===== config.mk =====
export PLATFORM = sky130hd
export DESIGN_NAME = muldiv_ctrl
export DESIGN_NICKNAME = d
export VERILOG_FILES = /design/src/rtl/muldiv_ctrl.sv
export SDC_FILE = /design/constraint.sdc
export NUM_CORES = 1
export LEC_CHECK = 0
export BUFFER_PORTS_ARGS = -buffer_cell sky130_fd_sc_hd__buf_2
export CORE_ASPECT_RATIO = 1.4
export CORE_MARGIN = 8
export CORE_UTILIZATION = 63
export CTS_BUF_LIST = sky130_fd_sc_hd__clkbuf_4
export DETAILED_ROUTE_END_ITERATION = 7
export HOLD_SLACK_MARGIN = 0.05
export PLACE_DENSITY = 0.89
export SYNTH_ARGS = -nofsm -noshare
export SYNTH_HDL_FRONTEND = slang
export SYNTH_SLANG_ARGS = --single-unit

===== constraint.sdc =====
create_clock -name clk -period 6 [get_ports clk]
set_input_delay 0.3 -clock clk [delete_from_list [all_inputs] [get_ports clk]]
set_output_delay 0.3 -clock clk [all_outputs]
set_load 0.02 [all_outputs]

===== src/rtl/muldiv_ctrl.sv =====
// rtl/muldiv_ctrl.sv - HI/LO sequencer: registered operands for an external multiplier, internal signed restoring divider
module muldiv_ctrl #(
  parameter int BITS       = 32,
  parameter int MUL_CYCLES = 2
) (
  input  logic              clk,
  input  logic              rst,
  input  logic              start,
  input  logic              op,
  input  logic [BITS-1:0]   a,
  input  logic [BITS-1:0]   b,
  output logic [BITS-1:0]   mul_a,
  output logic [BITS-1:0]   mul_b,
  input  logic [2*BITS-1:0] mul_p,
  output logic              busy,
  output logic              done,
  output logic [BITS-1:0]   hi,
  output logic [BITS-1:0]   lo,
  output logic              div_by_zero
);

  localparam int MAXC = (BITS > MUL_CYCLES) ? BITS : MUL_CYCLES;
  localparam int CW   = (MAXC < 2) ? 1 : $clog2(MAXC);

  typedef enum logic [1:0] {IDLE, MUL_WAIT, DIV_RUN, DIV_FIX} state_t;

  state_t          state, state_n;
  logic [CW-1:0]   cnt, cnt_n;
  logic            busy_n, done_n, dbz_n;
  logic [BITS-1:0] hi_n, lo_n, mul_a_n, mul_b_n;
  // dvd starts as |a| and shifts quotient bits in from the LSB as dividend bits leave the MSB
  logic [BITS-1:0] dvd, dvd_n, dvs, dvs_n, rem, rem_n;
  logic            sa, sa_n, sq, sq_n;
  logic [BITS:0]   trial;
  logic            qbit;

  always_ff @(posedge clk) begin
    if (rst) begin
      state       <= IDLE;
      cnt         <= '0;
      busy        <= 1'b0;
      done        <= 1'b0;
      div_by_zero <= 1'b0;
      hi          <= '0;
      lo          <= '0;
      mul_a       <= '0;
      mul_b       <= '0;
      dvd         <= '0;
      dvs         <= '0;
      rem         <= '0;
      sa          <= 1'b0;
      sq          <= 1'b0;
    end else begin
      state       <= state_n;
      cnt         <= cnt_n;
      busy        <= busy_n;
      done        <= done_n;
      div_by_zero <= dbz_n;
      hi          <= hi_n;
      lo          <= lo_n;
      mul_a       <= mul_a_n;
      mul_b       <= mul_b_n;
      dvd         <= dvd_n;
      dvs         <= dvs_n;
      rem         <= rem_n;
      sa          <= sa_n;
      sq          <= sq_n;
    end
  end

  always_comb begin
    state_n = state;
    cnt_n   = cnt;
    busy_n  = busy;
    done_n  = 1'b0;
    dbz_n   = div_by_zero;
    hi_n    = hi;
    lo_n    = lo;
    mul_a_n = mul_a;
    mul_b_n = mul_b;
    dvd_n   = dvd;
    dvs_n   = dvs;
    rem_n   = rem;
    sa_n    = sa;
    sq_n    = sq;
    trial   = {rem, dvd[BITS-1]};
    qbit    = 1'b0;
    case (state)
      IDLE: begin
        if (start) begin
          if (!op) begin
            mul_a_n = a;
            mul_b_n = b;
            cnt_n   = CW'(MUL_CYCLES - 1);
            busy_n  = 1'b1;
            state_n = MUL_WAIT;
          end else if (b == '0) begin
            hi_n   = a;
            lo_n   = '1;
            dbz_n  = 1'b1;
            done_n = 1'b1;
          end else begin
            dvd_n   = a[BITS-1] ? -a : a;
            dvs_n   = b[BITS-1] ? -b : b;
            sa_n    = a[BITS-1];
            sq_n    = a[BITS-1] ^ b[BITS-1];
            rem_n   = '0;
            cnt_n   = CW'(BITS - 1);
            busy_n  = 1'b1;
            state_n = DIV_RUN;
          end
        end
      end
      MUL_WAIT: begin
        if (cnt != '0) begin
          cnt_n = cnt - 1'b1;
        end else begin
          hi_n    = mul_p[2*BITS-1:BITS];
          lo_n    = mul_p[BITS-1:0];
          dbz_n   = 1'b0;
          done_n  = 1'b1;
          busy_n  = 1'b0;
          state_n = IDLE;
        end
      end
      DIV_RUN: begin
        // remainder stays below |b| <= 2^(BITS-1), so the difference always fits BITS bits
        if (trial >= {1'b0, dvs}) begin
          rem_n = trial[BITS-1:0] - dvs;
          qbit  = 1'b1;
        end else begin
          rem_n = trial[BITS-1:0];
        end
        dvd_n = {dvd[BITS-2:0], qbit};
        if (cnt == '0) state_n = DIV_FIX;
        else           cnt_n   = cnt - 1'b1;
      end
      DIV_FIX: begin
        lo_n    = sq ? -dvd : dvd;
        hi_n    = sa ? -rem : rem;
        dbz_n   = 1'b0;
        done_n  = 1'b1;
        busy_n  = 1'b0;
        state_n = IDLE;
      end
      default: state_n = IDLE;
    endcase
  end

endmodule

==> metrics.yaml <==
grt:
  overflow: 0
  track_usage: 0.358
  use_met1: 0.361
  grt_use_met3: 0.0831
  grt_use_met2: 0.629
  antenna_found_initial: 3
  grt_max_degree: 98
  grt_pass1_wl_um: 78500
  grt_pass1_vias: 15200
  grt-busiest-layer: "met2"
sta:
  whs_ns: 0.0865
  max_freq_mhz: 230
  min_period_ns: 4.35
  hold_viol: 0
  slew_violations: 0
  setup_tns_ns: 0
  worstMarginPinSlew_ns: 1.28
  slew_headroom: 0.146
  finalCritPeriodShare: 0.726
  setup_viol: 0
  rsz0062_at_grt: "no"
  fin_skew_ns: 0.0175
routing:
  wirelength_um: 50700
  drc_errors: 0
  antenna_left: 0
  via_per_inst: 6.25
  num_vias: 15600
  dr.pass1.iters: 6
  drt_iter0_drc: 1627
  detail_route.wl_per_cell_um: 20.3
flow_run:
  maxCapViolCount: 0
setup_path:
  path_cells: "dlygate4sd3_1 -> buf_2 -> or4_4 -> nor3_4 -> nand4_1 -> or4_1 -> nand4_2 -> nand2_2 -> nor2_2 -> nand2_1 -> o21ai_0"
  start_kind: "input port"
  crit_path_max_incr_delay_ns: 1.11
  cp_top_family: "simple AND/OR/NAND/NOR gates"
  crit_fanout: 32
  worst_path_max_delay_cell: "nor2_2"
  worstPathRequired_ns: 6.62
  path_buf_inv: 2
  worstPathArrival_ns: 4.97
  endpoint_kind: "flip-flop"
  crit_type: "in -> reg"
clock_network:
  cts_tree: "yes"
  cts_root_buf: "clkbuf_4"
  path_clk_slew_ns: 0.07
  cts_sinks: 236
  numCtsBuffers: 57
  cts.htree.levels: 2
  cts_setup_buffers: 0
  cts.path.max_buffers: 3
  clock_latency_ns: 0.71
layout:
  area_growth_pct: 23.6
  layout-drive-gt1-share: 0.181
  final_cells: 2500
  nets: 2336
  fillers: 1472
  final_common_cell: "nand2_1"
  multi_input_area_um2: 8430
  regArea_um2: 4720
  layout_common_cells: "346 x nand2_1, 261 x buf_2, 236 x dfxtp_1"
power:
  powerDensity_nw_per_um2: 447
  p_leak_nw: 7.35
  ir_worst_vdd_mv: 0.354
floorplanning:
  row_count: 64
  start_util: 0.638
  core-area_um2: 21800
  die_area_um2: 27100
  die_w_um: 142
  die_h_um: 192
  ios: 263
synthesis:
  synth_edf_count: 0
  yosys_warnings: 0
  ys.flop_type: "dfxtp_1"
  ys_types: 69
  syn-num-nets: 1997
  synth_seq_cells: 236
  synthArstFlopShare: 0
  syn-cell-area_um2: 13900
  yosysSeqAreaShare: 0.340
  syn-mean-instance-area_um2: 7.63
  synthCells: 1822
place:
  dp_cells: 2265
  routabilityCongestion: 0.941
  io_buffer_count: 262
  place_hpwl_um: 33000
min_path:
  min_path_type: "in -> reg"
outcome:
  status: "complete, no violations"
[path summary, 6_finish.rpt]
path	depth (start not counted)	startpoint	slack (ns)	endpoint
min reg2reg	2	mul_b[22]	0.45	mul_b[22]
max	11	b[6]	1.65	rem[3]
max reg2reg	11	rem[7]	1.74	rem[4]
min	4	mul_p[40]	0.09	hi[8]
[worst min-delay path: stages]
cell and delay [ns]:
buf_2 0.09, a22o_1 0.12, a21oi_1 0.04, a211oi_1 0.20
[repair_timing]
action | 4_1_cts | 5_1_grt
endpoints found under the hold margin | 143 | 0
resized for setup | 0 | 0
hold buffers | 134 | 0
[registers in the layout, indices dropped and copies added, names as in the netlist]
| register | cells |
|---|---|
| done | 1 |
| cnt | 5 |
| dvs | 32 |
| state | 2 |
| hi | 32 |
| rem | 32 |
| mul_a | 32 |
| mul_b | 32 |
| dvd | 32 |
| lo | 32 |
| busy | 1 |
| div_by_zero | 1 |
| sq | 1 |
| sa | 1 |
[metal layers]
layer,up-vias,part of all wire
met4,0,0.082
met3,286,0.094
met1,7219,0.34
li1,7139,-
met2,980,0.49
met5,-,0
[where the power goes]
part           internal [mW]  switching (mW)
Sequential              1.96           0.308
Clock                  0.595           0.666
Combinational           1.48            2.67
[layout make-up]
class	instances	share of cell area
clock inverter	21	0.00517
multi-input combinational	1397	0.490
antenna	3	0.000437
sequential	236	0.275
inverter	58	0.0127
clock buffer	77	0.0336
timing repair buffer	411	0.161
tap	297	0.0216
[metrics by stage]
step / area (um2) / setup WS [ns] / power, mW / utilization
floorplan: 13900 / 2.98 / 5.21 / -
global placement: 15200 / 1.82 / 6.09 / 0.697
detailed placement: 15200 / 1.60 / 6.19 / 0.697
CTS: 17200 / 1.79 / 7.52 / 0.789
global route: 17200 / 1.37 / 8.12 / 0.789
finish: 17200 / 1.65 / 7.68 / 0.789
[cell families (layout without fill, tap and decap cells)]
family,after synthesis,in the layout,share of synthesized area
mux,25,25,0.0181
compound gates,544,544,0.255
flops,236,236,0.340
xor+xnor,148,148,0.0932
fa+ha+maj,43,43,0.0392
buf+inv,189,567,0.0562
simple gates,637,637,0.198
other cells,0,3,0
[synthesized netlist by cell type, drive strengths merged (3+ instances only)]
| master | n | share of area |
|---|---|---|
| o31ai | 38 | 0.021 |
| dfxtp | 236 | 0.34 |
| nor2 | 158 | 0.043 |
| a21o | 14 | 0.0076 |
| a211oi | 42 | 0.023 |
| inv | 58 | 0.016 |
| a311oi | 49 | 0.031 |
| xnor2 | 85 | 0.054 |
| nand3b | 4 | 0.0022 |
| or2 | 6 | 0.0027 |
| o21bai | 4 | 0.0022 |
| clkbuf | 104 | 0.028 |
| or4 | 15 | 0.0086 |
| nor4 | 10 | 0.0049 |
| a221oi | 8 | 0.0086 |
| o21a | 5 | 0.0027 |
| and2 | 3 | 0.0013 |
| and3 | 3 | 0.0013 |
| buf | 27 | 0.012 |
| o21ai | 122 | 0.045 |
| ha | 42 | 0.038 |
| nand4 | 9 | 0.0045 |
| mux2i | 24 | 0.017 |
| nor3 | 22 | 0.0094 |
| nand2b | 14 | 0.0063 |
| nor2b | 5 | 0.0022 |
| a32oi | 11 | 0.0069 |
| o41ai | 17 | 0.011 |
| nand2 | 347 | 0.094 |
| nand3 | 19 | 0.0068 |
| a22oi | 30 | 0.016 |
| a31oi | 4 | 0.0029 |
| xor2 | 63 | 0.040 |
| a22o | 3 | 0.0019 |
| o211ai | 8 | 0.0043 |
| or3 | 14 | 0.0063 |
| a21oi | 175 | 0.063 |
No activity file was read; power rests on OpenSTA's default activity.
